<file path="config.mk">
export PLATFORM = sky130hd
export DESIGN_NAME = fetch_unit
export DESIGN_NICKNAME = d
export VERILOG_FILES = /design/src/rtl/fetch_unit.sv
export SDC_FILE = /design/constraint.sdc
export NUM_CORES = 1
export LEC_CHECK = 0
export ABC_AREA = 1
export BUFFER_PORTS_ARGS = -buffer_cell sky130_fd_sc_hd__buf_2
export CAP_MARGIN = 15
export CORE_MARGIN = 5
export CORE_UTILIZATION = 45
export DETAILED_ROUTE_END_ITERATION = 16
export GPL_ROUTABILITY_DRIVEN = 0
export SLEW_MARGIN = 20
export SYNTH_ARGS = -nofsm -noshare
export SYNTH_HDL_FRONTEND = slang
export SYNTH_SLANG_ARGS = --single-unit
</file>
<file path="constraint.sdc">
create_clock -name clk -period 2.4 [get_ports clk]
set_input_delay 0.48 -clock clk [delete_from_list [all_inputs] [get_ports clk]]
set_output_delay 0.48 -clock clk [all_outputs]
set_load 0.1 [all_outputs]
</file>
<file path="src/rtl/fetch_unit.sv">
`default_nettype none
// ============================================================================
// Module   : fetch_unit
// Purpose  : Instruction fetch stage. Keeps a fetch PC, issues single
//            outstanding word reads over a req/ack memory handshake, buffers
//            returned words with their PCs in a small prefetch FIFO and hands
//            them to the core over valid/ready. A branch from the core flushes
//            the FIFO and redirects the fetch PC.
// Ports    : clk, reset (async, active-low)
//            mem_req/mem_addr  -> read request + word address (held until ack)
//            mem_ack/mem_rdata <- read completion + data (same cycle)
//            branch_valid/branch_target <- redirect pulse + target address
//            instr_valid/instr/instr_pc -> FIFO head entry
//            instr_ready <- core accepts head entry
// Revision : 1.0 - initial release
// ============================================================================
module fetch_unit #(
    parameter logic [31:0] RESET_VECTOR = 32'h0000_0000,
    parameter int          DEPTH        = 4
) (
    input  logic        clk,
    input  logic        reset,
    output logic        mem_req,
    output logic [31:0] mem_addr,
    input  logic        mem_ack,
    input  logic [31:0] mem_rdata,
    input  logic        branch_valid,
    input  logic [31:0] branch_target,
    output logic        instr_valid,
    output logic [31:0] instr,
    output logic [31:0] instr_pc,
    input  logic        instr_ready
);

    localparam int              c_PTR_W     = $clog2(DEPTH);
    localparam int              c_CNT_W     = $clog2(DEPTH) + 1;
    localparam logic [c_CNT_W-1:0] c_DEPTH_CNT = c_CNT_W'(DEPTH);

    localparam logic [1:0] c_ST_IDLE    = 2'd0;
    localparam logic [1:0] c_ST_REQ     = 2'd1;
    localparam logic [1:0] c_ST_DISCARD = 2'd2;

    logic [1:0]         r_state;
    logic [1:0]         w_state_next;
    logic               w_start;
    logic               w_push;
    logic               w_pop;
    logic [31:0]        w_branch_pc;
    logic               w_unused_tgt_lsbs;

    logic [31:0]        r_pc;
    logic [31:0]        r_addr;
    logic [c_PTR_W-1:0] r_rd_ptr;
    logic [c_PTR_W-1:0] r_wr_ptr;
    logic [c_CNT_W-1:0] r_count;
    logic [31:0]        r_fifo_instr [DEPTH];
    logic [31:0]        r_fifo_pc    [DEPTH];

    assign w_branch_pc       = {branch_target[31:2], 2'b00};
    assign w_unused_tgt_lsbs = ^branch_target[1:0];

    assign mem_req     = (r_state == c_ST_REQ) || (r_state == c_ST_DISCARD);
    assign mem_addr    = r_addr;
    assign instr_valid = (r_count != '0);
    assign instr       = r_fifo_instr[r_rd_ptr];
    assign instr_pc    = r_fifo_pc[r_rd_ptr];
    assign w_pop       = instr_valid && instr_ready;

    // ------------------------------------------------------------------
    // Fetch FSM: state register
    // ------------------------------------------------------------------
    always_ff @(posedge clk or negedge reset) begin
        if (!reset) begin
            r_state <= c_ST_IDLE;
        end else begin
            r_state <= w_state_next;
        end
    end

    // ------------------------------------------------------------------
    // Fetch FSM: next state and control strobes
    // ------------------------------------------------------------------
    always_comb begin
        w_state_next = r_state;
        w_start      = 1'b0;
        w_push       = 1'b0;
        case (r_state)
            c_ST_IDLE: begin
                // Space is judged on the current count only; a pop in this
                // same cycle does not open a slot until the next cycle.
                if (!branch_valid && (r_count < c_DEPTH_CNT)) begin
                    w_state_next = c_ST_REQ;
                    w_start      = 1'b1;
                end
            end
            c_ST_REQ: begin
                if (branch_valid) begin
                    // An ack in the branch cycle completes a stale read.
                    w_state_next = mem_ack ? c_ST_IDLE : c_ST_DISCARD;
                end else if (mem_ack) begin
                    w_push       = 1'b1;
                    w_state_next = c_ST_IDLE;
                end
            end
            c_ST_DISCARD: begin
                if (mem_ack) begin
                    w_state_next = c_ST_IDLE;
                end
            end
            default: begin
                w_state_next = c_ST_IDLE;
            end
        endcase
    end

    // ------------------------------------------------------------------
    // Fetch PC and request address
    // ------------------------------------------------------------------
    always_ff @(posedge clk or negedge reset) begin
        if (!reset) begin
            r_pc   <= RESET_VECTOR;
            r_addr <= RESET_VECTOR;
        end else begin
            // The address is captured once per request so that a redirect
            // while a read is outstanding cannot disturb mem_addr.
            if (w_start) begin
                r_addr <= r_pc;
            end
            if (branch_valid) begin
                r_pc <= w_branch_pc;
            end else if (w_push) begin
                r_pc <= r_pc + 32'd4;
            end
        end
    end

    // ------------------------------------------------------------------
    // Prefetch FIFO
    // ------------------------------------------------------------------
    always_ff @(posedge clk or negedge reset) begin
        if (!reset) begin
            r_rd_ptr <= '0;
            r_wr_ptr <= '0;
            r_count  <= '0;
            for (int i = 0; i < DEPTH; i++) begin
                r_fifo_instr[i] <= '0;
                r_fifo_pc[i]    <= '0;
            end
        end else if (branch_valid) begin
            // Flush wins over any push in the same cycle; a pop handshake
            // in this cycle is simply absorbed by the flush.
            r_rd_ptr <= '0;
            r_wr_ptr <= '0;
            r_count  <= '0;
        end else begin
            if (w_push) begin
                r_fifo_instr[r_wr_ptr] <= mem_rdata;
                r_fifo_pc[r_wr_ptr]    <= r_pc;
                r_wr_ptr               <= r_wr_ptr + c_PTR_W'(1);
            end
            if (w_pop) begin
                r_rd_ptr <= r_rd_ptr + c_PTR_W'(1);
            end
            case ({w_push, w_pop})
                2'b10:   r_count <= r_count + c_CNT_W'(1);
                2'b01:   r_count <= r_count - c_CNT_W'(1);
                default: r_count <= r_count;
            endcase
        end
    end

endmodule
`default_nettype wire

</file>
# Word-level counts from Yosys, hierarchy flattened
# Cells that the tools add are included.
[word_totals]
ff_bits = 329
inputBits = 69
output_inout_bits = 98
elab_cells = 70
[op_classes]
addsub = 5
magnitude_cmp = 4
eq_ne = 5
muxes = 28
bitwise_logic = 3
reduce_logical = 11
[op_table]
columns = ["cell", "count"]
rows = [
  ["bitwise mux 128 bit", 2],
  ["two-way mux 32 bit", 7],
  ["binary-select mux 32 bit (select 2 bit)", 2],
  ["demux 32 bit (select 2 bit)", 1],
  ["adder 32 x 3 -> 32 bit, second input constant", 1],
  ["two-way mux 2 bit", 8],
  ["greater-or-equal comparator 3 bit, second input constant", 2],
  ["inverter 2 -> 3 bit", 2],
  ["one-hot mux 2 bit (3 select lines)", 1],
  ["one-hot mux 3 bit (2 select lines)", 1],
  ["nonzero test 3 bit", 2],
  ["two-way mux 1 bit", 5],
  ["adder 2 x 1 -> 2 bit, second input constant", 2],
  ["== test 2 x 1 -> 1 bit, second input constant", 2],
  ["== test 2 bit, second input constant", 2],
  ["nonzero test 2 bit", 2],
  ["adder 3 x 1 -> 3 bit, second input constant", 1],
  ["logical AND 1 bit", 3],
  ["< comparator 3 x 1 -> 1 bit, second input constant", 1],
  ["< comparator 3 bit, second input constant", 1],
  ["two-way mux 3 bit", 1],
  ["subtractor 3 x 1 -> 3 bit, second input constant", 1],
  ["logical NOT 2 bit", 1],
  ["!= test 2 bit, second input constant", 1],
  ["other kinds (4)", 4],
]

# Depth between registers and ports, before layout
[depth]
word_depth = 6
ltp_mapped = 10

# Worst setup path after synthesis
# No wires, ideal clock.
[synth_timing]
path_kind = "register -> output"
start = "register r_rd_ptr[0]"
end = "output port instr[10]"
arrival_ns = 2.480
required_time_ns = 1.920
path_slack_ns = -0.560
path_stages_with_launch = 6
path_cell_list = "dfrtp_1 buf_2 buf_2 clkbuf_1 nor2_1 o22ai_1"
[synth_between]
elab_chain_cells = 4
[synth_rtl]
columns = ["element", "line", "rtl"]
rows = [
  ["from (decl)", "53", "logic [c_PTR_W-1:0] r_rd_ptr;"],
  ["from (signal assigned)", "162", "r_rd_ptr <= r_rd_ptr + c_PTR_W'(1);"],
  ["inverter 2 -> 3 bit (implied by the code)", "65", "assign instr = r_fifo_instr[r_rd_ptr];"],
  ["binary-select mux 32 bit (select 2 bit)", "65", ""],
  ["two-way mux 32 bit (implied by the code) (2 in a row)", "65", ""],
  ["to (decl)", "30", "output logic [31:0] instr,"],
]
# Every way passes these cells. The select of a mux whose other input is x is not followed.

# Worst setup path after layout
[layout_timing]
start = "register r_rd_ptr[0]"
end = "output port instr[18]"
# Same word-level chain as after synthesis.

==> flow_summary.html <==
<table>
<tr><th>Metric</th><th>Value</th></tr>
<tr><th colspan="2">Synthesis</th></tr>
<tr><td>Netlist area before placement</td><td>14200 sq um</td></tr>
<tr><td>Share of synthesized flip-flops with an asynchronous set or reset</td><td>100%</td></tr>
<tr><td>Total of warnings raised by yosys</td><td>0</td></tr>
<tr><td>Top cell type's share of synthesized area</td><td>55.7%</td></tr>
<tr><td>Syn avg cell area</td><td>8.54 sq um</td></tr>
<tr><td>Number of storage elements in the synthesis netlist</td><td>317</td></tr>
<tr><td>Largest area contributor in the netlist</td><td>sky130_fd_sc_hd__dfrtp_1</td></tr>
<tr><td>Synthesized instance count</td><td>1667</td></tr>
<tr><td>Post-synth cell types</td><td>36</td></tr>
<tr><td>Ranking of synthesized cells by area</td><td>sky130_fd_sc_hd__dfrtp_1 (56%), sky130_fd_sc_hd__o21ai_0 (11%), sky130_fd_sc_hd__nand2_1 (10%)</td></tr>
<tr><td>Predominant post-synthesis flop cell</td><td>sky130_fd_sc_hd__dfrtp_1</td></tr>
<tr><td>Number of flops mapped to enable cells by yosys</td><td>0</td></tr>
<tr><td>Sequential fraction of the synthesis area</td><td>55.7%</td></tr>
<tr><th colspan="2">Worst setup path</th></tr>
<tr><td>Endpoint arrival time on the critical path</td><td>roughly 2.0 ns</td></tr>
<tr><td>Maximum fanout encountered on the critical timing path</td><td>7</td></tr>
<tr><td>Worst-path cell chain</td><td>clkinv_8, buf_12, clkbuf_16, o21ai_2, o22ai_2, buf_12</td></tr>
<tr><td>Cell depth of the worst setup path</td><td>6</td></tr>
<tr><td>Number of buffers and inverters on the critical path</td><td>4</td></tr>
<tr><td>Reg2Reg Setup Slack</td><td>between 0.2 and 0.3 ns</td></tr>
<tr><td>Element type at the critical path end</td><td>primary output</td></tr>
<tr><td>Critical path class</td><td>flop to primary output</td></tr>
<tr><td>Cell repeated most along the worst path</td><td>sky130_fd_sc_hd__buf_12</td></tr>
<tr><td>Critical path's largest stage delay</td><td>0.56 ns</td></tr>
<tr><td>Logic depth of the worst register-to-register path</td><td>10</td></tr>
<tr><td>Worst Setup Start Kind</td><td>flop</td></tr>
<tr><td>Data required time of the worst path</td><td>1.92 ns</td></tr>
<tr><td>Critical path's top delay family</td><td>buffers and inverters</td></tr>
<tr><td>Highest-delay cell along the critical path</td><td>sky130_fd_sc_hd__dfrtp_4</td></tr>
<tr><th colspan="2">Finish</th></tr>
<tr><td>Most frequent standard cell in the layout excluding fill and tap cells</td><td>sky130_fd_sc_hd__nand2_1</td></tr>
<tr><td>Antenna cell count</td><td>0</td></tr>
<tr><td>Area grow syn2layout</td><td>31.9%</td></tr>
<tr><td>Final core utilization</td><td>59.8%</td></tr>
<tr><td>Commonest cells after routing, fill and taps aside</td><td>sky130_fd_sc_hd__nand2_1 (395), sky130_fd_sc_hd__dfrtp_1 (315), sky130_fd_sc_hd__o21ai_0 (221)</td></tr>
<tr><td>Share of cells above drive strength 1</td><td>roughly 22%</td></tr>
<tr><td>Final #Nets</td><td>1893</td></tr>
<tr><th colspan="2">Floorplanning</th></tr>
<tr><td>Width of the die</td><td>188 um</td></tr>
<tr><td>Std-Cell Rows</td><td>65</td></tr>
<tr><td>Height of the die</td><td>188 um</td></tr>
<tr><td>Number of top-level design ports</td><td>167</td></tr>
<tr><td>Core Area</td><td>31400 sq um</td></tr>
<tr><td>Overall die area</td><td>35300 sq um</td></tr>
<tr><td>Initial cell density of the core</td><td>between 40% and 50%</td></tr>
<tr><th colspan="2">Timing</th></tr>
<tr><td>Setup repair after global routing missed its margin</td><td>yes</td></tr>
<tr><td>Final critical-path share of the clock period</td><td>101%</td></tr>
<tr><td>Min Tclk post-route</td><td>2.43 ns</td></tr>
<tr><td>Final count of hold timing violations</td><td>0</td></tr>
<tr><td>Aggregate negative setup slack</td><td>-0.411 ns</td></tr>
<tr><td>Remaining max-slew budget at the tightest pin</td><td>50.2%</td></tr>
<tr><td>Maximum operating frequency</td><td>411 MHz</td></tr>
<tr><td>Number of pins exceeding their max-slew limit in the final report</td><td>0</td></tr>
<tr><td>Clock skew after layout</td><td>0.0144 ns</td></tr>
<tr><td>Final setup vio count</td><td>29</td></tr>
<tr><td>Tightest Pin Transition</td><td>0.748 ns</td></tr>
<tr><td>Worst Slack Setup Final</td><td>-0.0340 ns</td></tr>
<tr><th colspan="2">Clock tree</th></tr>
<tr><td>Num CTS Buffers</td><td>37</td></tr>
<tr><td>H-tree level count</td><td>2</td></tr>
<tr><td>Clk Latency, worst-skew pair</td><td>0.51 ns</td></tr>
<tr><td>Max Buffers Root-to-Sink</td><td>3</td></tr>
<tr><td>Count of clock tree sinks</td><td>roughly 320</td></tr>
<tr><td>TritonCTS clock tree</td><td>done</td></tr>
<tr><td>Clk Tree Root Cell</td><td>sky130_fd_sc_hd__clkbuf_16</td></tr>
<tr><td>Clock transition at the registers of the reported paths</td><td>0.06 ns</td></tr>
<tr><th colspan="2">Detailed routing</th></tr>
<tr><td>Routed length per placed instance</td><td>18.1 um</td></tr>
<tr><td>DR iter-0 viols</td><td>872</td></tr>
<tr><td>Post-route antenna net violation count</td><td>0</td></tr>
<tr><td>Total via count in the routed design</td><td>12155</td></tr>
<tr><td>Avg Vias per Cell</td><td>5.42</td></tr>
<tr><td>Wire length after detailed routing</td><td>40.5 mm</td></tr>
<tr><td>Drt pass-1 iters</td><td>5</td></tr>
<tr><td>Residual DRC</td><td>0</td></tr>
<tr><th colspan="2">Placed design</th></tr>
<tr><td>DPL Wire Length</td><td>23.9 mm</td></tr>
<tr><td>Pre-CTS setup slack</td><td>0.290 ns</td></tr>
<tr><td>Number of buffers inserted by port buffering</td><td>160</td></tr>
<tr><th colspan="2">Run status</th></tr>
<tr><td>Failing checks</td><td>setup timing</td></tr>
<tr><td>Outcome</td><td>finished with violations</td></tr>
<tr><th colspan="2">Min path</th></tr>
<tr><td>Worst hold path stage count</td><td>3</td></tr>
<tr><td>Worst Hold Class</td><td>input port to flop</td></tr>
<tr><th colspan="2">Global route</th></tr>
<tr><td>Congestion Overflow GR</td><td>0</td></tr>
<tr><td>Number of global-route vias before repair</td><td>about 12000</td></tr>
<tr><td>Largest net degree at the start of global routing</td><td>75</td></tr>
<tr><td>Initial antenna violation count</td><td>0</td></tr>
<tr><td>Global-route usage over all layers</td><td>a little over a fifth</td></tr>
<tr><td>Global-route wire length before repair</td><td>~64 mm</td></tr>
<tr><th colspan="2">Power and ir drop</th></tr>
<tr><td>Worst IR drop on VDD</td><td>1.24 mV</td></tr>
<tr><td>Power per standard cell area</td><td>1660 nW/um^2</td></tr>
<tr><td>PnR Total Power</td><td>31.2 mW</td></tr>
<tr><td>Static power due to leakage</td><td>8.87 nW</td></tr>
<tr><th colspan="2">Flow run</th></tr>
<tr><td>Total of max-cap violations</td><td>0</td></tr>
</table>
-- worst paths after layout --
path / to / from
setup / recovery: instr[18] / r_rd_ptr[0]$_DFFE_PN0P_
hold / removal: r_pc[4]$_DFFE_PN0N_ / branch_target[4]
setup reg to reg: r_count[2]$_DFFE_PN0P_ / r_state[1]$_DFFE_PN0P_
hold reg to reg: mem_addr[28]$_DFFE_PN0P_ / mem_addr[28]$_DFFE_PN0P_
max in group asynchronous: r_fifo_instr[96]$_DFFE_PN0P_ / reset
min in group asynchronous: r_fifo_instr[24]$_DFFE_PN0P_ / reset
-- routing by layer --
| metal | up-vias | wire (um) | global-route usage (%) |
|---|---|---|---|
| li1 | 5855 | - | - |
| met1 | 5890 | 18600 | 31.0 |
| met2 | 338 | 18800 | 35.6 |
| met3 | 72 | 2220 | 4.04 |
| met4 | 0 | 901 | 4.88 |
| met5 | - | 0 | 0 |
-- area by class of cell --
class	instances	area [sq um]
clock buffer	52	1080
inverter	86	340
multi-input combinational	1156	6030
clock inverter	15	181
fill	2736	12600
timing repair buffer	216	2710
sequential	317	7940
tap	402	503
-- registers in the layout, summed over array words and instances (netlist names) --
name	flops
mem_addr	30
r_count	3
r_fifo_instr	128
r_fifo_pc	120
r_pc	30
r_rd_ptr	2
r_state	2
r_wr_ptr	2
-- worst reg2reg max path, cell delays in order (launching register included) --
cell	delay (ns)
sky130_fd_sc_hd__dfrtp_1	0.39
sky130_fd_sc_hd__inv_1	0.11
sky130_fd_sc_hd__ha_1	0.24
sky130_fd_sc_hd__nand3_4	0.16
sky130_fd_sc_hd__nand3_1	0.20
sky130_fd_sc_hd__inv_1	0.07
sky130_fd_sc_hd__fa_1	0.37
sky130_fd_sc_hd__xnor2_1	0.20
sky130_fd_sc_hd__xor2_1	0.18
sky130_fd_sc_hd__nand2_1	0.07
sky130_fd_sc_hd__o21ai_0	0.08
-- cells in the mapped netlist, types with 3 or more instances --
library cell and number:
sky130_fd_sc_hd__o21ai_1 116, sky130_fd_sc_hd__o21ai_2 4, sky130_fd_sc_hd__a21oi_1 6, sky130_fd_sc_hd__a22oi_1 20
sky130_fd_sc_hd__buf_1 5, sky130_fd_sc_hd__nor2_1 162, sky130_fd_sc_hd__nand3_1 45, sky130_fd_sc_hd__inv_1 81
sky130_fd_sc_hd__buf_2 26, sky130_fd_sc_hd__o22ai_1 64, sky130_fd_sc_hd__dfrtp_1 317, sky130_fd_sc_hd__o211ai_1 3
sky130_fd_sc_hd__nand2_1 397, sky130_fd_sc_hd__buf_4 4, sky130_fd_sc_hd__o21ai_0 301, sky130_fd_sc_hd__ha_1 9
sky130_fd_sc_hd__buf_6 18, sky130_fd_sc_hd__nand2_2 3, sky130_fd_sc_hd__clkbuf_1 58, sky130_fd_sc_hd__xor2_1 4
-- report_power, final --
part / internal, mW / switching [mW]
Clock: 3.59 / 2.20
Combinational: 5.57 / 11.9
Sequential: 6.96 / 0.989
-- repair_timing --
action	CTS	global route
pin swaps	12	47
gates cloned	6	10
hold endpoints to repair	43	0
gates resized for setup	32	128
hold buffers	1	0
setup endpoints to repair	58	61
setup buffers	1	4
-- cell families after synthesis --
kind of cell    count (synthesis)  synth area share, %
other cells                     1               0.0263
xor+xnor                        6                0.369
compound gates                519                 19.4
simple gates                  617                 17.1
fa+ha+maj                      10                0.931
flops                         317                 55.7
buf+inv                       197                 6.49
-- through the flow --
stage          hold slack [ns]  instances  cell area (sq um)
6_report                 0.192       2244              18800
5_1_grt                  0.193       2244              18800
4_1_cts                  0.179       2230              18300
3_5_place_dp             0.436       2155              16800
3_3_place_gp             0.438       2155              16800
2_1_floorplan            0.184       1670              14600
Power figures use the tool's default switching activity.
